`src/rtl/iterative_alu_unit.sv`:
```
// Execute-stage ALU: single-cycle logic/arithmetic, iterative 1-bit-per-cycle shifter,
// valid/ready on both sides with a registered result, zero and illegal-op flags.
module iterative_alu_unit #(
    parameter int WIDTH = 32
) (
    input  logic             clk_i,
    input  logic             rst_i,
    input  logic             in_valid_i,
    output logic             in_ready_o,
    input  logic [3:0]       alu_control_op_i,
    input  logic [WIDTH-1:0] operand_a_i,
    input  logic [WIDTH-1:0] operand_b_i,
    output logic             out_valid_o,
    input  logic             out_ready_i,
    output logic [WIDTH-1:0] result_o,
    output logic             zero_o,
    output logic             illegal_o,
    output logic             busy_o
);

    localparam int SHW = $clog2(WIDTH);
    localparam logic [SHW-1:0] CNT_ONE = SHW'(1);
    localparam logic [SHW-1:0] CNT_ZERO = SHW'(0);

    typedef enum logic [1:0] {
        ST_IDLE  = 2'd0,
        ST_SHIFT = 2'd1,
        ST_DONE  = 2'd2
    } state_t;

    state_t           state_r;
    state_t           state_nxt_s;
    logic             accept_s;
    logic             long_shift_s;
    logic [SHW-1:0]   shamt_s;
    logic [WIDTH-1:0] comb_result_s;
    logic [WIDTH-1:0] acc_step_s;
    logic [WIDTH-1:0] acc_r;
    logic [SHW-1:0]   cnt_r;
    logic [1:0]       shift_op_r;
    logic [WIDTH-1:0] result_r;
    logic             zero_r;
    logic             illegal_r;

    assign shamt_s  = operand_b_i[SHW-1:0];
    assign accept_s = in_valid_i && (state_r == ST_IDLE);

    // Only legal shifts with a nonzero amount take the iterative path; shamt 0 finishes in one cycle.
    assign long_shift_s = (alu_control_op_i[3] == 1'b0) && (alu_control_op_i[2] == 1'b1)
                        && (alu_control_op_i[1:0] != 2'b10) && (shamt_s != CNT_ZERO);

    // Single-cycle result; shifts here only ever see shamt 0, so they pass operand A through.
    always_comb begin
        comb_result_s = {WIDTH{1'b0}};
        case (alu_control_op_i)
            4'b0000: comb_result_s = operand_a_i & operand_b_i;
            4'b0001: comb_result_s = operand_a_i | operand_b_i;
            4'b0010: comb_result_s = operand_a_i + operand_b_i;
            4'b0011: comb_result_s = operand_a_i ^ operand_b_i;
            4'b0100: comb_result_s = operand_a_i;
            4'b0101: comb_result_s = operand_a_i;
            4'b0110: comb_result_s = operand_a_i - operand_b_i;
            4'b0111: comb_result_s = operand_a_i;
            default: comb_result_s = {WIDTH{1'b0}};
        endcase
    end

    // One-bit shift step of the accumulator for the latched shift kind.
    always_comb begin
        acc_step_s = acc_r;
        case (shift_op_r)
            2'b00:   acc_step_s = {acc_r[WIDTH-2:0], 1'b0};
            2'b01:   acc_step_s = {1'b0, acc_r[WIDTH-1:1]};
            2'b11:   acc_step_s = {acc_r[WIDTH-1], acc_r[WIDTH-1:1]};
            default: acc_step_s = acc_r;
        endcase
    end

    // FSM state register.
    always_ff @(posedge clk_i) begin
        if (rst_i) begin
            state_r <= ST_IDLE;
        end else begin
            state_r <= state_nxt_s;
        end
    end

    // FSM next-state logic.
    always_comb begin
        state_nxt_s = state_r;
        case (state_r)
            ST_IDLE: begin
                if (accept_s) begin
                    if (long_shift_s) begin
                        state_nxt_s = ST_SHIFT;
                    end else begin
                        state_nxt_s = ST_DONE;
                    end
                end else begin
                    state_nxt_s = ST_IDLE;
                end
            end
            ST_SHIFT: begin
                if (cnt_r == CNT_ONE) begin
                    state_nxt_s = ST_DONE;
                end else begin
                    state_nxt_s = ST_SHIFT;
                end
            end
            ST_DONE: begin
                if (out_ready_i) begin
                    state_nxt_s = ST_IDLE;
                end else begin
                    state_nxt_s = ST_DONE;
                end
            end
            default: state_nxt_s = ST_IDLE;
        endcase
    end

    // Datapath: operand capture at accept, shift iteration, result/flag registers.
    always_ff @(posedge clk_i) begin
        if (rst_i) begin
            acc_r      <= {WIDTH{1'b0}};
            cnt_r      <= CNT_ZERO;
            shift_op_r <= 2'b00;
            result_r   <= {WIDTH{1'b0}};
            zero_r     <= 1'b1;
            illegal_r  <= 1'b0;
        end else begin
            case (state_r)
                ST_IDLE: begin
                    if (accept_s) begin
                        illegal_r <= alu_control_op_i[3];
                        if (long_shift_s) begin
                            acc_r      <= operand_a_i;
                            cnt_r      <= shamt_s;
                            shift_op_r <= alu_control_op_i[1:0];
                        end else begin
                            result_r <= comb_result_s;
                            zero_r   <= (comb_result_s == {WIDTH{1'b0}});
                        end
                    end
                end
                ST_SHIFT: begin
                    acc_r <= acc_step_s;
                    cnt_r <= cnt_r - CNT_ONE;
                    if (cnt_r == CNT_ONE) begin
                        result_r <= acc_step_s;
                        zero_r   <= (acc_step_s == {WIDTH{1'b0}});
                    end
                end
                default: begin
                    result_r <= result_r;
                end
            endcase
        end
    end

    assign in_ready_o  = (state_r == ST_IDLE);
    assign out_valid_o = (state_r == ST_DONE);
    assign busy_o      = (state_r != ST_IDLE);
    assign result_o    = result_r;
    assign zero_o      = zero_r;
    assign illegal_o   = illegal_r;

endmodule

```
`config.mk`:
```
export PLATFORM = sky130hd
export DESIGN_NAME = iterative_alu_unit
export DESIGN_NICKNAME = d
export VERILOG_FILES = /design/src/rtl/iterative_alu_unit.sv
export SDC_FILE = /design/constraint.sdc
export NUM_CORES = 1
export LEC_CHECK = 0
export BUFFER_PORTS_ARGS = -buffer_cell sky130_fd_sc_hd__buf_4
export CAP_MARGIN = 15
export CELL_PAD_IN_SITES_DETAIL_PLACEMENT = 1
export CELL_PAD_IN_SITES_GLOBAL_PLACEMENT = 2
export CORE_MARGIN = 1.5
export CORE_UTILIZATION = 31
export CTS_BUF_LIST = sky130_fd_sc_hd__clkbuf_8 sky130_fd_sc_hd__clkbuf_16
export DETAILED_ROUTE_END_ITERATION = 6
export GPL_TIMING_DRIVEN = 1
export PLACE_DENSITY_LB_ADDON = 0.1
export SYNTH_ARGS = -nofsm -noshare
export SYNTH_HDL_FRONTEND = slang
export SYNTH_SLANG_ARGS = --single-unit
```
`constraint.sdc`:
```
create_clock -name clk_i -period 5.5 [get_ports clk_i]
set_clock_uncertainty 0.2 [all_clocks]
set_input_delay 0.55 -clock clk_i [delete_from_list [all_inputs] [get_ports clk_i]]
set_output_delay 0.55 -clock clk_i [all_outputs]
set_load 0.1 [all_outputs]
```
==> key figures <==
Global route
  • Grt total ovfl: 0
  • Initial antenna violation count: 0
  • Global-route wire length before repair: roughly 55000 µm
  • Vias in the first global route: between 9000 and 10000
  • All-layer global routing usage: 25.3%
  • Pin count of the biggest net entering global routing: between 70 and 80

STA
  • Crit path time final: 5130 ps
  • Final Setup Violations: 0
  • Relative slew slack: 34.4%
  • Final Hold Viols: 0
  • RSZ-0062 raised after global routing: no
  • Slew Viols, Final: 0
  • Fmax: roughly 200 MHz
  • Final worst path period share: 93.3%
  • Worst Max-Slew Pin Slew: 982 ps

CTS
  • Max clock buf depth: 2
  • Clk root buf: clkbuf_16
  • TritonCTS buffer count: 9
  • CTS tree: done
  • CTS sink count: 75
  • Clock Pin Slew Worst Setup and Hold Paths: 60 ps
  • Setup bufs post-CTS: 0
  • CTS H-tree depth: 3
  • Worst-Skew Late Latency: 340 ps
  • Hold Buf Count CTS: 0

Final layout
  • Layout cells sized above 1: 17.9%
  • Nets: approximately 1400
  • N_diodes: 0
  • Area grow syn2layout: 22.1%
  • Multi-input logic area: 6400 µm²
  • Reg area: roughly 1500 µm²
  • Commonest non-fill, non-tap cells in the layout: 176 x nor2_1, 176 x buf_4, 99 x ha_1
  • # fillers: 3356
  • Cell Count, Final, Fillers Out: 1622
  • Final Cell Area: 10300 µm²
  • Final Util: between 30% and 40%

Critical path
  • Slowest CP cell: or4_1
  • Top cell by count, worst path: nand2_1
  • Worst Path Class, Setup: input pin to flip-flop
  • Arr. time, crit path: 5170 ps
  • Critical Path End Type: flip-flop
  • CP peak stage delay: 450 ps
  • CP Launch Type: input pin
  • CP Data Required Time: 5540 ps
  • Crit-path max FO: 4
  • Worst-case reg-to-reg path depth: 12
  • Crit path cell chain: buf_4 > or3_1 > nor3b_1 > buf_4 > nand2_1 > or3_1 > nor3_1 > a31oi_1 > xnor2_1 > ha_1 > a21o_1 > a211o_1 > o31ai_1 > a21oi_1 > mux2i_1 > nand2_1 > nor4_1 > nand2_1 > or4_1 > o41ai_2

Power and ir drop
  • Cell Pwr Density: about 220 nW/µm²
  • Total power: 0.00229 W
  • Max VDD drop: 0.165 mV
  • Leakage power: 4.42 nW

Drt
  • Routed via count: a little over 9000
  • Total wire length: roughly 35000 µm
  • Drt drc: 0
  • First-pass DRT Iterations: 6
  • Vias per cell: roughly 5.7
  • Wire length per cell: 21.7 µm
  • Initial DRC Count: roughly 610
  • ANT nets after route: 0

Placed design
  • Port bufs: 108
  • GPL Wtd Cong: 0.918
  • Placed Instances: 1606
  • Placed cell area: 9950 µm²
  • Dpl hpwl: 27800 µm

Hold path
  • Worst Hold Class: flip-flop to flip-flop
  • Hold Path Stages: 2

Logic synthesis
  • Synth area leader: dfxtp_1
  • Synthesized cell area: 8410 µm²
  • Netlist cell types: 73
  • Syn Area/Cell: a little over 7 µm²
  • Mapped Cells: 1161
  • YS warnings: 0
  • Share of the synthesized area in the top cell type: 17.8%
  • Main synth FF type: dfxtp_1
  • Asr flop ratio synth: 0%
  • Post-synth EDFFs: 0
  • Seq cells post-synth: 75
  • Synth Net Count: 1333
  • Synth area leaders: dfxtp_1 18%, ha_1 15%, nor2_1 7.9%
  • Post-synthesis sequential area ratio: between 10% and 20%

Floorplan
  • DIE WIDTH: 168 µm
  • Die Y: ~170 µm
  • Initial Utilization: between 30% and 40%
  • Die area: about 28000 µm²
  • Site Rows: 60
  • IO Pins: between 100 and 150
  • Core Region: 26800 µm²

Flow run
  • Max_cap viols: 0

Run status
  • Outcome: finished clean
-- cells by family (layout without fill, tap and decap cells) --
logic type | after synthesis | count (layout) | synth area share [%]
AO/OA/AOI/OAI | 355 | 355 | 28.9
XOR/XNOR | 48 | 48 | 5.00
flip-flops | 75 | 75 | 17.8
multiplexers | 39 | 39 | 4.64
buffers and inverters | 151 | 271 | 6.83
AND/OR/NAND/NOR | 393 | 393 | 21.9
adder cells (fa/ha/maj) | 100 | 100 | 15.0
-- state kept, by name (all words and copies together) (netlist names) --
signal      cells
shift_op_r      2
illegal_o       1
acc_r          32
state_r         2
cnt_r           5
zero_o          1
result_o       32
-- layer usage --
layer  routed length (µm)  track usage [%]  vias to the layer above
li1                     -                -                     4468
met1                17500             36.8                     4558
met2                16000             40.5                      176
met3                 1390             2.51                       21
met4                  414             4.58                        0
met5                    0                0                        -
-- through the flow --
stage          setup WS, ps  hold WS, ps  setup TNS (ps)
2_1_floorplan           136          267               0
3_3_place_gp          -42.2          242           -42.2
3_5_place_dp          -45.6          249           -45.6
4_1_cts                 282          255               0
5_1_grt                41.4          295               0
6_report                368          251               0
-- area by class of cell --
type / count / share of cell area [%]
clock buffer: 9 / 2.19
clock inverter: 7 / 0.914
inverter: 79 / 2.89
multi-input combinational: 935 / 62.4
sequential: 75 / 14.6
tap: 341 / 4.15
timing repair buffer: 176 / 12.9
-- critical path, delay by kind of cell --
kind / cells / cell delay [ps]
xor+xnor: 1 / 140
mux: 1 / 180
buf+inv: 2 / 280
fa+ha+maj: 1 / 330
simple gates: 9 / 2290
compound gates: 6 / 1400
-- synth_stat cells (4+ instances only) --
| cell | instances |
|---|---|
| o21ai_0 | 59 |
| nor3_1 | 27 |
| inv_1 | 79 |
| o21a_1 | 6 |
| xnor2_1 | 38 |
| o22ai_1 | 4 |
| a21o_1 | 16 |
| buf_2 | 6 |
| a21oi_2 | 4 |
| nand2b_1 | 13 |
| and3_1 | 8 |
| dfxtp_1 | 75 |
| mux2i_1 | 39 |
| a31oi_1 | 11 |
| nor2b_1 | 7 |
| nor2_1 | 177 |
| nand4_1 | 14 |
| nor3b_1 | 8 |
| a222oi_1 | 17 |
| o221ai_1 | 4 |
| o21bai_1 | 5 |
| a21oi_1 | 99 |
| xor2_1 | 10 |
| a41oi_1 | 5 |
| nor4_1 | 10 |
| a211oi_1 | 30 |
| or3_1 | 5 |
| ha_1 | 99 |
| nand2_1 | 76 |
| nand3_1 | 19 |
| and2_1 | 6 |
| clkbuf_1 | 55 |
| buf_1 | 11 |
| o31ai_1 | 14 |
| o211ai_1 | 8 |
| a221oi_1 | 34 |
-- worst paths after layout --
check / start / endpoint / slack, ps
setup / recovery: operand_b_i[2] / zero_o / 370
hold / removal: result_o[2] / result_o[2] / 250
setup reg to reg: cnt_r[0] / zero_o / 1620
hold reg to reg: result_o[2] / result_o[2] / 250
-- timing repair --
action | 4_1_cts | 5_1_grt
gates resized for setup | 0 | 1
endpoints found under the setup margin | 0 | 1
hold endpoints to repair | 0 | 0
-- power breakdown --
part           internal [W]  leakage (nW)  total, W  switching [W]
Sequential         0.000579         0.614  0.000612      0.0000339
Combinational      0.000352          3.65   0.00104       0.000683
Clock              0.000397         0.157  0.000641       0.000244
Total               0.00133          4.42   0.00229       0.000962
(Power assumes the default switching activity.)
